### src/rtl/discrete_range_sample_sequencer_pkg.sv
// Shared types and constants for the discrete range samplers: FSM states, LFSR taps and the
// default widths the randomizer and the sequencer must agree on.
package discrete_range_sample_sequencer_pkg;

    localparam int unsigned DefaultValueWidth        = 8;
    localparam int unsigned DefaultIndexWidth        = 2;
    localparam int unsigned DefaultNumVariables      = 4;
    localparam int unsigned DefaultRandomizerLatency = 1;
    localparam int unsigned DefaultMaxRetries        = 8;

    localparam logic [31:0] LfsrTaps       = 32'h80200003;
    localparam logic [31:0] LfsrResetValue = 32'h1;

    typedef enum logic [2:0] {
        StIdle,
        StRequest,
        StWait,
        StDraw,
        StWrite,
        StDone
    } sampler_state_e;

    // Right-shifting Galois step: the bit shifted out folds the tap mask back in.
    function automatic logic [31:0] lfsr_next(input logic [31:0] state);
        return (state >> 1) ^ (state[0] ? LfsrTaps : 32'h0);
    endfunction

endpackage

### src/rtl/galois_lfsr32.sv
// 32-bit Galois LFSR with seed load; advances only when asked, so callers own the draw cadence.
module galois_lfsr32
    import discrete_range_sample_sequencer_pkg::*;
(
    input  logic        in_clock,
    input  logic        in_reset,
    input  logic        in_advance,
    input  logic        in_load,
    input  logic [31:0] in_seed,
    output logic [31:0] out_state
);

    logic [31:0] r_state;

    // An all-zero state would lock up the register, so a zero seed falls back to the reset value.
    always_ff @(posedge in_clock or negedge in_reset) begin
        if (!in_reset) begin
            r_state <= LfsrResetValue;
        end else if (in_load) begin
            r_state <= (in_seed == 32'h0) ? LfsrResetValue : in_seed;
        end else if (in_advance) begin
            r_state <= lfsr_next(r_state);
        end
    end

    assign out_state = r_state;

endmodule

### src/rtl/discrete_range_sample_sequencer.sv
// Walks every integer variable of one MCMC sweep: asks the randomizer for a range, draws a
// uniform value in it by masked rejection sampling, and writes the value to the store.
module discrete_range_sample_sequencer
    import discrete_range_sample_sequencer_pkg::*;
#(
    parameter int unsigned MAX_BIT_WIDTH_OF_INTEGER_VARIABLE = DefaultValueWidth,
    parameter int unsigned MAX_BIT_WIDTH_OF_VARIABLES_INDEX  = DefaultIndexWidth,
    parameter int unsigned NUMBER_OF_VARIABLES               = DefaultNumVariables,
    parameter int unsigned RANDOMIZER_LATENCY                = DefaultRandomizerLatency,
    parameter int unsigned MAX_RETRIES                       = DefaultMaxRetries
) (
    input  logic                                         in_clock,
    input  logic                                         in_reset,
    input  logic                                         in_start,
    input  logic                                         in_seed_load,
    input  logic [31:0]                                  in_seed,
    output logic                                         out_randomizer_enable,
    output logic [MAX_BIT_WIDTH_OF_VARIABLES_INDEX-1:0]  out_variable_index,
    input  logic [MAX_BIT_WIDTH_OF_INTEGER_VARIABLE-1:0] in_range_start,
    input  logic [MAX_BIT_WIDTH_OF_INTEGER_VARIABLE-1:0] in_range_end,
    input  logic                                         in_range_equal,
    output logic                                         out_write_enable,
    output logic [MAX_BIT_WIDTH_OF_VARIABLES_INDEX-1:0]  out_write_index,
    output logic [MAX_BIT_WIDTH_OF_INTEGER_VARIABLE-1:0] out_write_value,
    output logic                                         out_busy,
    output logic                                         out_done,
    output logic                                         out_error
);

    localparam int unsigned W      = MAX_BIT_WIDTH_OF_INTEGER_VARIABLE;
    localparam int unsigned IDX    = MAX_BIT_WIDTH_OF_VARIABLES_INDEX;
    localparam int unsigned LatW   = $clog2(RANDOMIZER_LATENCY + 1);
    localparam int unsigned RetryW = $clog2(MAX_RETRIES + 1);

    localparam logic [IDX-1:0]    LastIndex = IDX'(NUMBER_OF_VARIABLES - 1);
    localparam logic [RetryW-1:0] LastRetry = RetryW'(MAX_RETRIES - 1);
    localparam logic [LatW-1:0]   LatLoad   = LatW'(RANDOMIZER_LATENCY);

    // Smear the highest set bit downwards to get the smallest 2^k-1 covering the span.
    function automatic logic [W:0] smear_mask(input logic [W:0] span);
        logic [W:0] m;
        m = span;
        for (int s = 1; s <= int'(W); s = s * 2) begin
            m = m | (m >> s);
        end
        return m;
    endfunction

    sampler_state_e    r_state;
    logic [IDX-1:0]    r_index;
    logic [LatW-1:0]   r_lat_cnt;
    logic [RetryW-1:0] r_retry;
    logic [W-1:0]      r_start;
    logic [W-1:0]      r_end;
    logic              r_equal;
    logic              r_rand_en;
    logic              r_write_en;
    logic [IDX-1:0]    r_write_index;
    logic [W-1:0]      r_write_value;
    logic              r_busy;
    logic              r_done;
    logic              r_error;

    logic [31:0]       w_lfsr;
    logic [W:0]        w_span;
    logic [W:0]        w_mask;
    logic [W:0]        w_cand;
    logic              w_trivial;
    logic              w_invalid;
    logic              w_accept;
    logic              w_advance;
    logic              w_seed_load;
    logic              w_draw_done;
    logic              w_draw_error;
    logic [W-1:0]      w_draw_value;
    logic              w_unused_lfsr;

    assign w_span      = {r_end[W-1], r_end} - {r_start[W-1], r_start};
    assign w_mask      = smear_mask(w_span);
    assign w_cand      = w_lfsr[W:0] & w_mask;
    assign w_trivial   = r_equal || (w_span == '0);
    assign w_invalid   = $signed(r_end) < $signed(r_start);
    assign w_accept    = (w_cand <= w_span);
    assign w_advance   = (r_state == StDraw) && !w_trivial && !w_invalid;
    assign w_seed_load = (r_state == StIdle) && in_seed_load;

    assign w_unused_lfsr = ^w_lfsr[31:W+1];

    // Outcome of the current DRAW attempt; only meaningful while r_state == StDraw.
    always_comb begin
        w_draw_done  = 1'b0;
        w_draw_error = 1'b0;
        w_draw_value = r_start;
        if (w_trivial) begin
            w_draw_done = 1'b1;
        end else if (w_invalid) begin
            w_draw_done  = 1'b1;
            w_draw_error = 1'b1;
        end else if (w_accept) begin
            w_draw_done  = 1'b1;
            w_draw_value = r_start + w_cand[W-1:0];
        end else if (r_retry == LastRetry) begin
            w_draw_done  = 1'b1;
            w_draw_error = 1'b1;
        end
    end

    galois_lfsr32 u_lfsr (
        .in_clock   (in_clock),
        .in_reset   (in_reset),
        .in_advance (w_advance),
        .in_load    (w_seed_load),
        .in_seed    (in_seed),
        .out_state  (w_lfsr)
    );

    always_ff @(posedge in_clock or negedge in_reset) begin
        if (!in_reset) begin
            r_state       <= StIdle;
            r_index       <= '0;
            r_lat_cnt     <= '0;
            r_retry       <= '0;
            r_start       <= '0;
            r_end         <= '0;
            r_equal       <= 1'b0;
            r_rand_en     <= 1'b0;
            r_write_en    <= 1'b0;
            r_write_index <= '0;
            r_write_value <= '0;
            r_busy        <= 1'b0;
            r_done        <= 1'b0;
            r_error       <= 1'b0;
        end else begin
            r_rand_en  <= 1'b0;
            r_write_en <= 1'b0;
            r_done     <= 1'b0;
            unique case (r_state)
                StIdle: begin
                    if (in_start) begin
                        r_index   <= '0;
                        r_error   <= 1'b0;
                        r_busy    <= 1'b1;
                        r_rand_en <= 1'b1;
                        r_state   <= StRequest;
                    end
                end
                StRequest: begin
                    r_lat_cnt <= LatLoad;
                    r_state   <= StWait;
                end
                StWait: begin
                    r_lat_cnt <= r_lat_cnt - LatW'(1);
                    if (r_lat_cnt == LatW'(1)) begin
                        r_start <= in_range_start;
                        r_end   <= in_range_end;
                        r_equal <= in_range_equal;
                        r_retry <= '0;
                        r_state <= StDraw;
                    end
                end
                StDraw: begin
                    if (w_draw_done) begin
                        r_write_en    <= 1'b1;
                        r_write_index <= r_index;
                        r_write_value <= w_draw_value;
                        r_error       <= r_error | w_draw_error;
                        r_state       <= StWrite;
                    end else begin
                        r_retry <= r_retry + RetryW'(1);
                    end
                end
                StWrite: begin
                    if (r_index == LastIndex) begin
                        r_busy  <= 1'b0;
                        r_done  <= 1'b1;
                        r_state <= StDone;
                    end else begin
                        r_index   <= r_index + IDX'(1);
                        r_rand_en <= 1'b1;
                        r_state   <= StRequest;
                    end
                end
                StDone: begin
                    r_state <= StIdle;
                end
                default: begin
                    r_state <= StIdle;
                end
            endcase
        end
    end

    assign out_randomizer_enable = r_rand_en;
    assign out_variable_index    = r_index;
    assign out_write_enable      = r_write_en;
    assign out_write_index       = r_write_index;
    assign out_write_value       = r_write_value;
    assign out_busy              = r_busy;
    assign out_done              = r_done;
    assign out_error             = r_error;

endmodule

### config.mk
export PLATFORM = sky130hd
export DESIGN_NAME = discrete_range_sample_sequencer
export DESIGN_NICKNAME = d
export VERILOG_FILES = /design/src/rtl/discrete_range_sample_sequencer_pkg.sv /design/src/rtl/galois_lfsr32.sv /design/src/rtl/discrete_range_sample_sequencer.sv
export SDC_FILE = /design/constraint.sdc
export NUM_CORES = 1
export LEC_CHECK = 0
export ABC_AREA = 1
export CORE_MARGIN = 5
export CORE_UTILIZATION = 59
export CTS_CLUSTER_DIAMETER = 200
export DETAILED_ROUTE_END_ITERATION = 10
export GPL_TIMING_DRIVEN = 0
export PLACE_DENSITY = 0.86
export SLEW_MARGIN = 30
export SYNTH_ARGS = -nofsm -noshare
export SYNTH_HDL_FRONTEND = slang
export SYNTH_HIERARCHICAL = 1
export SYNTH_SLANG_ARGS = --single-unit
export TNS_END_PERCENT = 100
### constraint.sdc
create_clock -name in_clock -period 9.25 [get_ports in_clock]
set_input_delay 2.775 -clock in_clock [delete_from_list [all_inputs] [get_ports in_clock]]
set_output_delay 2.775 -clock in_clock [all_outputs]
set_load 0.01 [all_outputs]
==> run summary, run 1 <==
====================================================================================
Skew-Pair Late Insertion Delay                                               0.34 ns
Type of the most critical hold path                                       reg -> reg
Post-synth cell types                                                             38
Average via count per standard cell                                            5.318
Num rows                                                                          31
Die area                                                                0.009470 sq mm
Part of the cycle the worst path needs                                        44.35%
Area growth syn-to-layout                                                     24.70%
#FFs+latches synth                                                                74
Cell count after synthesis                                                       613
Launch point of the worst path                                          out_variable_index[0]
Die Span Y                                                                  97.32 um
Cell with the biggest individual delay on the critical path             sky130_fd_sc_hd__clkdlybuf4s50_1
RSZ-0062 raised after global routing                                           false
Ranking of synthesized cells by area                                    sky130_fd_sc_hd__dfrtp_1 41%, sky130_fd_sc_hd__nand2_1 15%, sky130_fd_sc_hd__ha_1 7.0%, sky130_fd_sc_hd__nor2_1 6.3%, sky130_fd_sc_hd__inv_1 5.6%
Synthesis warning total                                                            6
Fillcell total                                                                   505
Final global-route overflow total                                                  0
Number of cells on the critical path                                               1
Total negative slack                                                            0 ns
Maximum buffer depth of the clock tree                                             2
Leading cell type by number of instances after synthesis                sky130_fd_sc_hd__nand2_1
Top Ports                                                                         70
Max frequency                                                             0.2438 GHz
Crit path capture type                                                    output pin
Critical path fanouts, max                                                         5
Critical Path AT                                                             1.33 ns
Setup Viol. Count Final                                                            0
Post-CTS Repair Setup Buffers                                                      0
Clock-pin transition on the worst setup and hold timing paths                0.08 ns
Finished Layout Cells                                                            798
Total inserted antenna cells                                                       0
Count of placed standard cells including taps                                    782
Number of optimization iterations in the first detailed-route pass                 5
Register Area                                                           0.001853 sq mm
TritonCTS clock tree                                                            done
Root buffer cell                                                        sky130_fd_sc_hd__clkbuf_8
CP cell instances                                                       clkdlybuf4s50_1
Cell family contributing the most delay on the critical path            buffers and inverters
Chip width                                                                  97.32 um
Final-report hold violation count                                                  0
Number of sinks handled by clock tree synthesis                                   74
Number of DRC violations after detailed routing                                    0
Async S/R FF share, synth                                                     100.0%
Inserted Clock Buffers                                                             9
Number of maximum-capacitance constraint violations                                0
Delay of the slowest cell on the worst path                                  0.57 ns
I/O Buffers                                                                       69
Post-synth top area share                                                     40.61%
Weighted congestion at the end of routability-driven global placement         0.8778
Share of the yosys chip area belonging to registers                           41.20%
Primary FF master, synth                                                sky130_fd_sc_hd__dfrtp_1
Number of cells traversed by the worst register-to-register path                  29
Post-Synthesis Mean Instance Area                                        7.338 sq um
Final #Nets                                                                      774
Initial Utilization                                                           61.36%
Type of origin of the critical path                                         register
Multi-input combinational cell area                                     0.002275 sq mm
Required @ worst endpoint                                                    6.48 ns
Antenna violations before repair                                                   0
Critical Path Sink                                                      out_variable_index[0]
Startpoint of the lowest-slack register-to-register path                  r_start[4]
Maximum number of pins on one net before global-route repair                      50
Post-detailed-route wirelength per cell                                     13.60 um
Reg-to-reg endpoint                                                       r_retry[2]
Antenna Nets Post-Route                                                            0
Final Slew Violations                                                              0
Total Routed Length                                                         10.85 mm
Category of the most critical setup path                                  reg -> out
Deepest level of the CTS H-tree                                                    3
Reg2Reg Setup Slack                                                          5.18 ns
Number of flops mapped to enable cells by yosys                                    0
Number of instances resized during post-cts repair                                 0
Crit path buf inv count                                                            1
Number of buffers added to fix hold violations after cts                           0
HPWL after DPL                                                              8.400 mm
Clock period minus worst slack                                              4.102 ns
Top cell type by total area after synthesis                             sky130_fd_sc_hd__dfrtp_1
Layout cell share with drive strength beyond 1                                6.724%
Wire length of the first global-routing pass                                18.52 mm
Most frequent cells after synthesis                                     181 x sky130_fd_sc_hd__nand2_1, 75 x sky130_fd_sc_hd__nor2_1, 73 x sky130_fd_sc_hd__dfrtp_1, 67 x sky130_fd_sc_hd__inv_1, 46 x sky130_fd_sc_hd__a21oi_1
Clock Skews                                                               0.01442 ns
Worst Max-Slew Pin Slew                                                    0.7164 ns
All-layer global routing usage                                                23.40%
Nets in the synthesized netlist                                                  693
Result of the run                                                       complete, no violations
Area of the core                                                        0.007331 sq mm
Total number of vias                                                            4244
Worst slew margin                                                             51.84%
Cell area after synthesis                                               0.004498 sq mm
Starting DRC count in detailed routing                                           251
Via count of the first global-routing pass                                      4255
====================================================================================
[area by class of cell]
type / instances / share of cell area (%)
multi-input combinational: 449 / 40.55
buffer: 17 / 1.829
clock inverter: 6 / 2.454
sequential: 74 / 33.04
timing repair buffer: 70 / 12.76
inverter: 73 / 4.885
tap: 99 / 2.208
clock buffer: 10 / 2.275
[cell usage in the layout (no fill, tap or decap), types with 2 or more instances in the layout]
| cell | n |
|---|---|
| sky130_fd_sc_hd__nand2_2 | 2 |
| sky130_fd_sc_hd__a22oi_1 | 2 |
| sky130_fd_sc_hd__nand3_2 | 3 |
| sky130_fd_sc_hd__buf_4 | 2 |
| sky130_fd_sc_hd__nor3_1 | 3 |
| sky130_fd_sc_hd__nand3_1 | 31 |
| sky130_fd_sc_hd__nand4_1 | 2 |
| sky130_fd_sc_hd__buf_2 | 4 |
| sky130_fd_sc_hd__xor2_1 | 7 |
| sky130_fd_sc_hd__dfrtp_1 | 73 |
| sky130_fd_sc_hd__xnor2_1 | 3 |
| sky130_fd_sc_hd__nand2_1 | 181 |
| sky130_fd_sc_hd__inv_2 | 5 |
| sky130_fd_sc_hd__nor2_1 | 75 |
| sky130_fd_sc_hd__clkbuf_1 | 9 |
| sky130_fd_sc_hd__fa_1 | 2 |
| sky130_fd_sc_hd__clkbuf_8 | 9 |
| sky130_fd_sc_hd__a31oi_1 | 2 |
| sky130_fd_sc_hd__clkdlybuf4s50_1 | 68 |
| sky130_fd_sc_hd__a21boi_0 | 2 |
| sky130_fd_sc_hd__o21ai_1 | 4 |
| sky130_fd_sc_hd__nor2_4 | 2 |
| sky130_fd_sc_hd__o21ai_0 | 44 |
| sky130_fd_sc_hd__buf_6 | 4 |
| sky130_fd_sc_hd__a21oi_1 | 46 |
| sky130_fd_sc_hd__bufinv_16 | 4 |
| sky130_fd_sc_hd__ha_1 | 25 |
| sky130_fd_sc_hd__inv_1 | 67 |
| sky130_fd_sc_hd__nor2_2 | 3 |
[sequential cells by signal, indices dropped and copies added (netlist names), 2 cells and up]
signal              count
u_lfsr/out_state       32
out_write_value         8
r_end                   8
r_start                 8
r_retry                 4
r_state                 3
out_variable_index      2
out_write_index         2
[how the worst min path moves through the flow]
| stage | slack, ns | cells past startpoint | to | start |
|---|---|---|---|---|
| 6_report | 0.48 | 2 | out_busy | out_busy |
| 5_1_grt | 0.50 | 2 | out_write_value[1] | out_write_value[1] |
| 4_1_cts | 0.48 | 2 | out_busy | out_busy |
| 3_5_place_dp | 0.46 | 2 | out_busy | out_busy |
| 3_3_place_gp | 0.46 | 2 | out_busy | out_busy |
| 2_1_floorplan | 0.45 | 2 | r_end[2] | r_end[2] |
[logic make-up (layout without fill, tap and decap cells)]
kind of cell	after synthesis	after routing	share of synthesized area [%]
adders and majority gates	27	27	7.844
xor gates and xnor gates	10	10	1.947
AOI/OAI and AO/OA	105	105	12.29
DFF	74	74	41.20
muxes	1	1	0.2225
buffers and inverters	90	176	8.373
and+or+nand+nor	306	306	28.12
[stage by stage]
stage / setup WS [ns] / util (%) / hold WS [ns] / area, sq um
floorplan: 5.592 / - / 0.4459 / 4498
global placement: 2.908 / 72.47 / 0.4599 / 5313
detailed placement: 4.974 / 72.90 / 0.4606 / 5344
CTS: 5.128 / 76.51 / 0.4807 / 5609
global route: 4.705 / 76.51 / 0.4963 / 5609
finish: 5.148 / 76.51 / 0.4759 / 5609
[routing by layer]
layer,vias to the layer above,routed length [um],GRT usage [%]
li1,2111,-,-
met1,1963,4660,29.20
met2,143,5320,40.02
met3,27,622,4.666
met4,0,249,9.052
met5,-,0,0
Power of run 1 is not shown: default switching activity piles up to over one toggle a cycle in this logic, so the estimate is an artifact.
==> run 2, diff against run 1 <==
CORE_UTILIZATION = 49   (was 59)
PLACE_DENSITY = 0.77   (was 0.86)
clock period = 3.3 ns   (was 9.25 ns; I/O delays follow)
==> run 2 against run 1 <==
Effect of this change:
- the run now ends with negative setup slack left
- first-iteration DRC count up 17%
- sequential cell count unchanged
- routed wire length up 9.6%
- clock skew down 0.0037 ns
- via count up 3.9%
- non-clock buffer count up 21
- critical path depth up 29
- register-to-register slack worse by 5.5 ns
- utilization down 11 points
- die area up 18%
- worst setup slack worse by 5.5 ns
- count of clock-buffer cells in the layout up 1
- largest cell class unchanged
==> run summary, run 2 (same netlist as run 1, synthesis figures left out) <==
====================================================================================
Result of the run                                                       finished with violations
Violations in the final reports                                         negative setup slack
Setup Viol. Count Final                                                           19   +19
Most used cells in the layout excluding fill and tap cells              167 x sky130_fd_sc_hd__nand2_1, 73 x sky130_fd_sc_hd__nor2_1, 73 x sky130_fd_sc_hd__dfrtp_1
Clock Skews                                                               0.01073 ns   -0.003685 ns
Multi-input combinational cell area                                     0.002515 sq mm   +11%
Detailed-route wire length on metal 1                                       4.891 mm   +5.0%
Max Used Layer                                                                  met4
Critical path fanouts, max                                                         5   unchanged
Type of origin of the critical path                                         register
Total Routed Length                                                         11.90 mm   +9.6%
Average via count per standard cell                                            5.298   -0.38%
Antenna Nets Post-Route                                                            0   unchanged
Total inserted antenna cells                                                       0   unchanged
Die Span Y                                                                  105.8 um   +8.7%
Crit path capture type                                                      register
Maximum buffer depth of the clock tree                                             2   unchanged
Antenna violations before repair                                                   0   unchanged
Weighted congestion at the end of routability-driven global placement         0.8692   -0.98%
Flip-flop count of the largest register after layout                              32   unchanged
Number of buffers added to fix hold violations after cts                           0   unchanged
Count of placed standard cells including taps                                    794   +1.5%
Delay of the slowest cell on the worst path                                  0.41 ns   -0.16 ns
Final-report hold violation count                                                  0   unchanged
RSZ-0062 raised after global routing                                            true
Total negative slack                                                       -4.729 ns   -4.729 ns
Initial Utilization                                                           49.38%   -12 points
Num rows                                                                          35   +13%
Number of DRC violations after detailed routing                                    0   unchanged
Final global-route overflow total                                                  0   unchanged
Number of maximum-capacitance constraint violations                                0   unchanged
WHS                                                                        0.4748 ns   -0.001112 ns
Fillcell total                                                                   772   +53%
Total number of vias                                                            4408   +3.9%
Worst Slack Setup Final                                                   -0.3066 ns   -5.455 ns
Category of the most critical setup path                                  reg -> reg
Via count of the first global-routing pass                                      4384   +3.0%
Area growth syn-to-layout                                                     33.30%
Chip width                                                                  105.8 um   +8.7%
Post-detailed-route wirelength per cell                                     14.30 um   +5.1%
Clock period minus worst slack                                              3.607 ns
Required @ worst endpoint                                                    3.54 ns   -2.94 ns
Starting DRC count in detailed routing                                           293   +17%
Number of optimization iterations in the first detailed-route pass                 9   +4
HPWL after DPL                                                              8.690 mm   +3.5%
Critical Path AT                                                             3.85 ns   +2.52 ns
Part of the cycle the worst path needs                                        109.3%
Cell with the biggest individual delay on the critical path             sky130_fd_sc_hd__dfrtp_1
Number of sinks handled by clock tree synthesis                                   74   unchanged
Setup slack at placement                                                  -0.7198 ns   -5.694 ns
Die area                                                                0.01120 sq mm   +18%
Most common cell after layout, fill and taps aside                      sky130_fd_sc_hd__nand2_1
Root buffer cell                                                        sky130_fd_sc_hd__clkbuf_8
Clock-pin transition on the worst setup and hold timing paths                0.08 ns   about the same
Worst slew margin                                                             65.65%   +14 points
Register Area                                                           0.001853 sq mm   unchanged
Type of the most critical hold path                                       reg -> reg
Wire length of the first global-routing pass                                19.92 mm   +7.6%
TritonCTS clock tree                                                            done
Final #Nets                                                                      796   +2.8%
Inserted Clock Buffers                                                             9   unchanged
Deepest level of the CTS H-tree                                                    3   unchanged
Max frequency                                                             0.2773 GHz
Layout cell share with drive strength beyond 1                                16.37%   +9.6 points
I/O Buffers                                                                       69   unchanged
Maximum number of pins on one net before global-route repair                      49   -2.0%
Final Slew Violations                                                              0   unchanged
Top Ports                                                                         70   unchanged
Met3 Wirelength                                                               738 um   +19%
All-layer global routing usage                                                21.96%   -1.4 points
Skew-Pair Late Insertion Delay                                               0.35 ns   about the same
Area of the core                                                        0.009109 sq mm   +24%
Finished Layout Cells                                                            832   +4.3%
Cell seen most often among critical-path stages                         sky130_fd_sc_hd__nand2_1
Met2 routed WL                                                              5.940 mm   +12%
Worst Max-Slew Pin Slew                                                    0.5153 ns   -0.2011 ns
====================================================================================
==> run 2: layer usage <==
metal,up-vias,track usage [%]
li1,2160,-
met1,2046,27.53
met2,171,37.61
met3,31,3.797
met4,0,8.696
met5,-,0
==> run 2: area by class of cell <==
class	count	area share (%)
inverters	73	4.654
well taps	111	2.316
plain buffers	17	1.774
multi-input cells	450	41.94
clock inverters	5	1.294
flip-flops and latches	74	30.91
repair buffers	91	14.75
clock buffers	11	2.358
==> run 2: critical path, delay by kind of cell (launching register included) <==
| family | cells | cell delay (ns) |
|---|---|---|
| adders and majority gates | 2 | 0.49 |
| AOI/OAI and AO/OA | 1 | 0.15 |
| buffers and inverters | 4 | 0.35 |
| and+or+nand+nor | 23 | 2.08 |
| DFF | 1 | 0.41 |
==> run 2: worst paths after layout <==
check	from	slack (ns)	endpoint	cells past startpoint
max in group asynchronous	in_reset	2.12	u_lfsr/out_state[0]	2
worst min register to register	out_write_index[1]	0.47	out_write_index[1]	2
worst max register to register	r_start[2]	-0.31	out_write_value[1]	30
min in group asynchronous	in_reset	0.55	r_start[4]	1
worst max-delay path	r_start[2]	-0.31	out_write_value[1]	30
worst min-delay path	out_write_index[1]	0.47	out_write_index[1]	2
==> run 2: through the flow <==
| step | cell area (sq um) | util (%) |
|---|---|---|
| 2_1_floorplan | 4582 | - |
| 4_1_cts | 5898 | 64.75 |
| 5_1_grt | 5996 | 65.82 |
| 6_report | 5996 | 65.82 |
| 3_3_place_gp | 5411 | 59.41 |
| 3_5_place_dp | 5436 | 59.68 |
==> run 2: timing repair <==
item                       in CTS  in global routing
gates cloned                    2                  0
resized for setup              31                 23
buffers inserted               15                  5
setup endpoints to repair      49                 44
pin swaps                      20                 17
Power of run 2 is left out for the same reason.
==> run 3, diff against run 2 <==
CORE_MARGIN = not set   (was 5)
==> run 3 against run 2 <==
Effect of this change:
- non-clock buffer count grew 15
- via count is essentially flat
- critical path depth shrank 1
- maximum frequency shrank 1.9%
- worst hold slack is essentially flat
- the flow finishes with violations (design-rule violations, negative setup slack)
- critical endpoint is now out_write_value[0]
==> run summary, run 3 (same netlist as run 1, synthesis figures left out) <==
====================================================================================
Number of sinks handled by clock tree synthesis                                   74   unchanged
Type of origin of the critical path                                         register
Deepest level of the CTS H-tree                                                    3   unchanged
Final #Nets                                                                      811   +1.9%
Antenna violations before repair                                                   0   unchanged
Antenna Nets Post-Route                                                            0   unchanged
Maximum buffer depth of the clock tree                                             2   unchanged
Launch point of the worst path                                              r_end[0]
Most common cell after layout, fill and taps aside                      sky130_fd_sc_hd__nand2_1
All-layer global routing usage                                                25.63%   +3.7 points
Die area                                                                0.009567 sq mm   -15%
Initial Utilization                                                           51.08%   +1.7 points
Total number of vias                                                            4409   +0.023%
Post-layout instance area                                               0.006279 sq mm   +4.7%
Category of the most critical setup path                                  reg -> reg
Crit path capture type                                                      register
Number of maximum-capacitance constraint violations                                0   unchanged
HPWL after DPL                                                              8.496 mm   -2.2%
Setup Viol. Count Final                                                           20   +1
Worst slew margin                                                             57.96%   -7.7 points
Max frequency                                                             0.2719 GHz   -1.9%
Part of the cycle the worst path needs                                        111.4%   +2.2 points
Starting DRC count in detailed routing                                           145   -51%
Total negative slack                                                       -6.147 ns   -1.417 ns
Worst Slack Setup Final                                                   -0.3777 ns   -0.07117 ns
Layout cell share with drive strength beyond 1                                20.65%   +4.3 points
Final global-route overflow total                                                  0   unchanged
Critical Path AT                                                             3.92 ns   +0.07 ns
Wire length of the first global-routing pass                                19.59 mm   -1.7%
RSZ-0062 raised after global routing                                            true
Via count of the first global-routing pass                                      4323   -1.4%
Hold-critical path endpoint                                             out_write_value[1]
Maximum number of pins on one net before global-route repair                      51   +4.1%
Clock period minus worst slack                                              3.678 ns   +0.07117 ns
Area of the core                                                        0.008806 sq mm   -3.3%
Reg2Reg Setup Slack                                                         -0.38 ns   -0.07 ns
Multi-input combinational cell area                                     0.002663 sq mm   +5.9%
Post-detailed-route wirelength per cell                                     14.26 um   -0.24%
Num rows                                                                          34   -2.9%
Average via count per standard cell                                            5.224   -1.4%
Number of instances on the worst hold path                                         2   unchanged
Chip width                                                                  97.81 um   -7.6%
Clock Skews                                                               0.01486 ns   +0.004128 ns
Total Routed Length                                                         12.04 mm   +1.2%
Number of buffers added to fix hold violations after cts                           0   unchanged
Fillcell total                                                                   690   -11%
Required @ worst endpoint                                                    3.54 ns   about the same
Delay of the slowest cell on the worst path                                  0.40 ns   about the same
Type of the most critical hold path                                       reg -> reg
Clock-pin transition on the worst setup and hold timing paths                0.08 ns   about the same
Root buffer cell                                                        sky130_fd_sc_hd__clkbuf_8
Most used cells in the layout excluding fill and tap cells              160 x sky130_fd_sc_hd__nand2_1, 73 x sky130_fd_sc_hd__dfrtp_1, 69 x sky130_fd_sc_hd__nor2_1
Register Area                                                           0.001853 sq mm   unchanged
Result of the run                                                       finished with violations
Placed cell areas                                                       0.005433 sq mm   about the same
Inserted Clock Buffers                                                             9   unchanged
Reg-to-reg endpoint                                                     out_write_value[0]
Total inserted antenna cells                                                       0   unchanged
Area growth syn-to-layout                                                     39.58%
Final-report hold violation count                                                  0   unchanged
Cell seen most often among critical-path stages                         sky130_fd_sc_hd__nand2_1
Flip-flop count of the largest register after layout                              32   unchanged
Skew-Pair Late Insertion Delay                                               0.35 ns   about the same
Number of cells traversed by the worst register-to-register path                  29   -3.3%
Number of optimization iterations in the first detailed-route pass                 8   -1
Final Slew Violations                                                              0   unchanged
Startpoint of the worst hold path                                       out_write_value[1]
Top Ports                                                                         70   unchanged
Startpoint of the lowest-slack register-to-register path                    r_end[0]
Number of DRC violations after detailed routing                                   12   +12
Weighted congestion at the end of routability-driven global placement         0.8292   -4.6%
Violations in the final reports                                         design-rule violations, negative setup slack
I/O Buffers                                                                       69   unchanged
Cell with the biggest individual delay on the critical path             sky130_fd_sc_hd__fa_2
Die Span Y                                                                  97.81 um   -7.6%
Critical path fanouts, max                                                         5   unchanged
TritonCTS clock tree                                                            done
Worst Max-Slew Pin Slew                                                    0.6306 ns   +0.1154 ns
====================================================================================
run 3: changes by cell type in the layout (fill, tap and decap cells not counted), sizes merged:
cell	previous run	this run
clkinvlp	1	2
clkbuf	19	18
buf	32	47
clkinv	3	2
inv	72	73
run 3: final cells by class:
| cell class | instances | area share [%] |
|---|---|---|
| Multi-Input combinational cell | 450 | 42.41 |
| Sequential cell | 74 | 29.51 |
| Timing Repair Buffer | 106 | 16.22 |
| Inverter | 73 | 4.524 |
| Tap cell | 108 | 2.152 |
| Clock buffer | 10 | 2.033 |
| Buffer | 17 | 1.734 |
| Clock inverter | 6 | 1.415 |
run 3: worst max-delay path by stage:
stage | to
detailed placement | r_retry[2]
finish | out_write_value[0]
floorplan | out_write_value[0]
CTS | r_retry[2]
global placement | u_lfsr/out_state[16]
global route | out_write_value[6]
run 3: worst max-delay path: cells and delay by family (launching register included):
kind,cells,cell delay (ns)
xor gates and xnor gates,1,0.16
and+or+nand+nor,18,1.54
AOI/OAI and AO/OA,1,0.19
DFF,1,0.38
buffers and inverters,6,0.51
adders and majority gates,3,0.81
run 3: through the flow:
step                      setup slack (ns)  hold WS (ns)  utilization, %  instances
after floorplan                   -0.06079        0.4459               -        613
after global placement              -1.319        0.4593           61.41        790
after detailed placement           -0.6844        0.4638           61.69        791
after CTS                          -0.2723        0.4799           68.67        827
after global routing               -0.5923        0.5013           71.30        844
final                              -0.3777        0.4751           71.30        844
run 3: layer usage:
layer / share of wire, % / up-vias / global-route usage, %
met5: 0 / - / 0
met4: 2.5 / 0 / 9.441
met3: 3.7 / 22 / 3.937
met2: 51 / 101 / 46.26
met1: 43 / 2091 / 30.94
li1: - / 2195 / -
run 3: timing repair:
action | CTS | global route
pin swaps | 30 | 21
gates cloned | 3 | 0
endpoints found under the setup margin | 49 | 47
gates resized for setup | 58 | 27
setup buffers | 17 | 17
Power of run 3 is left out for the same reason.
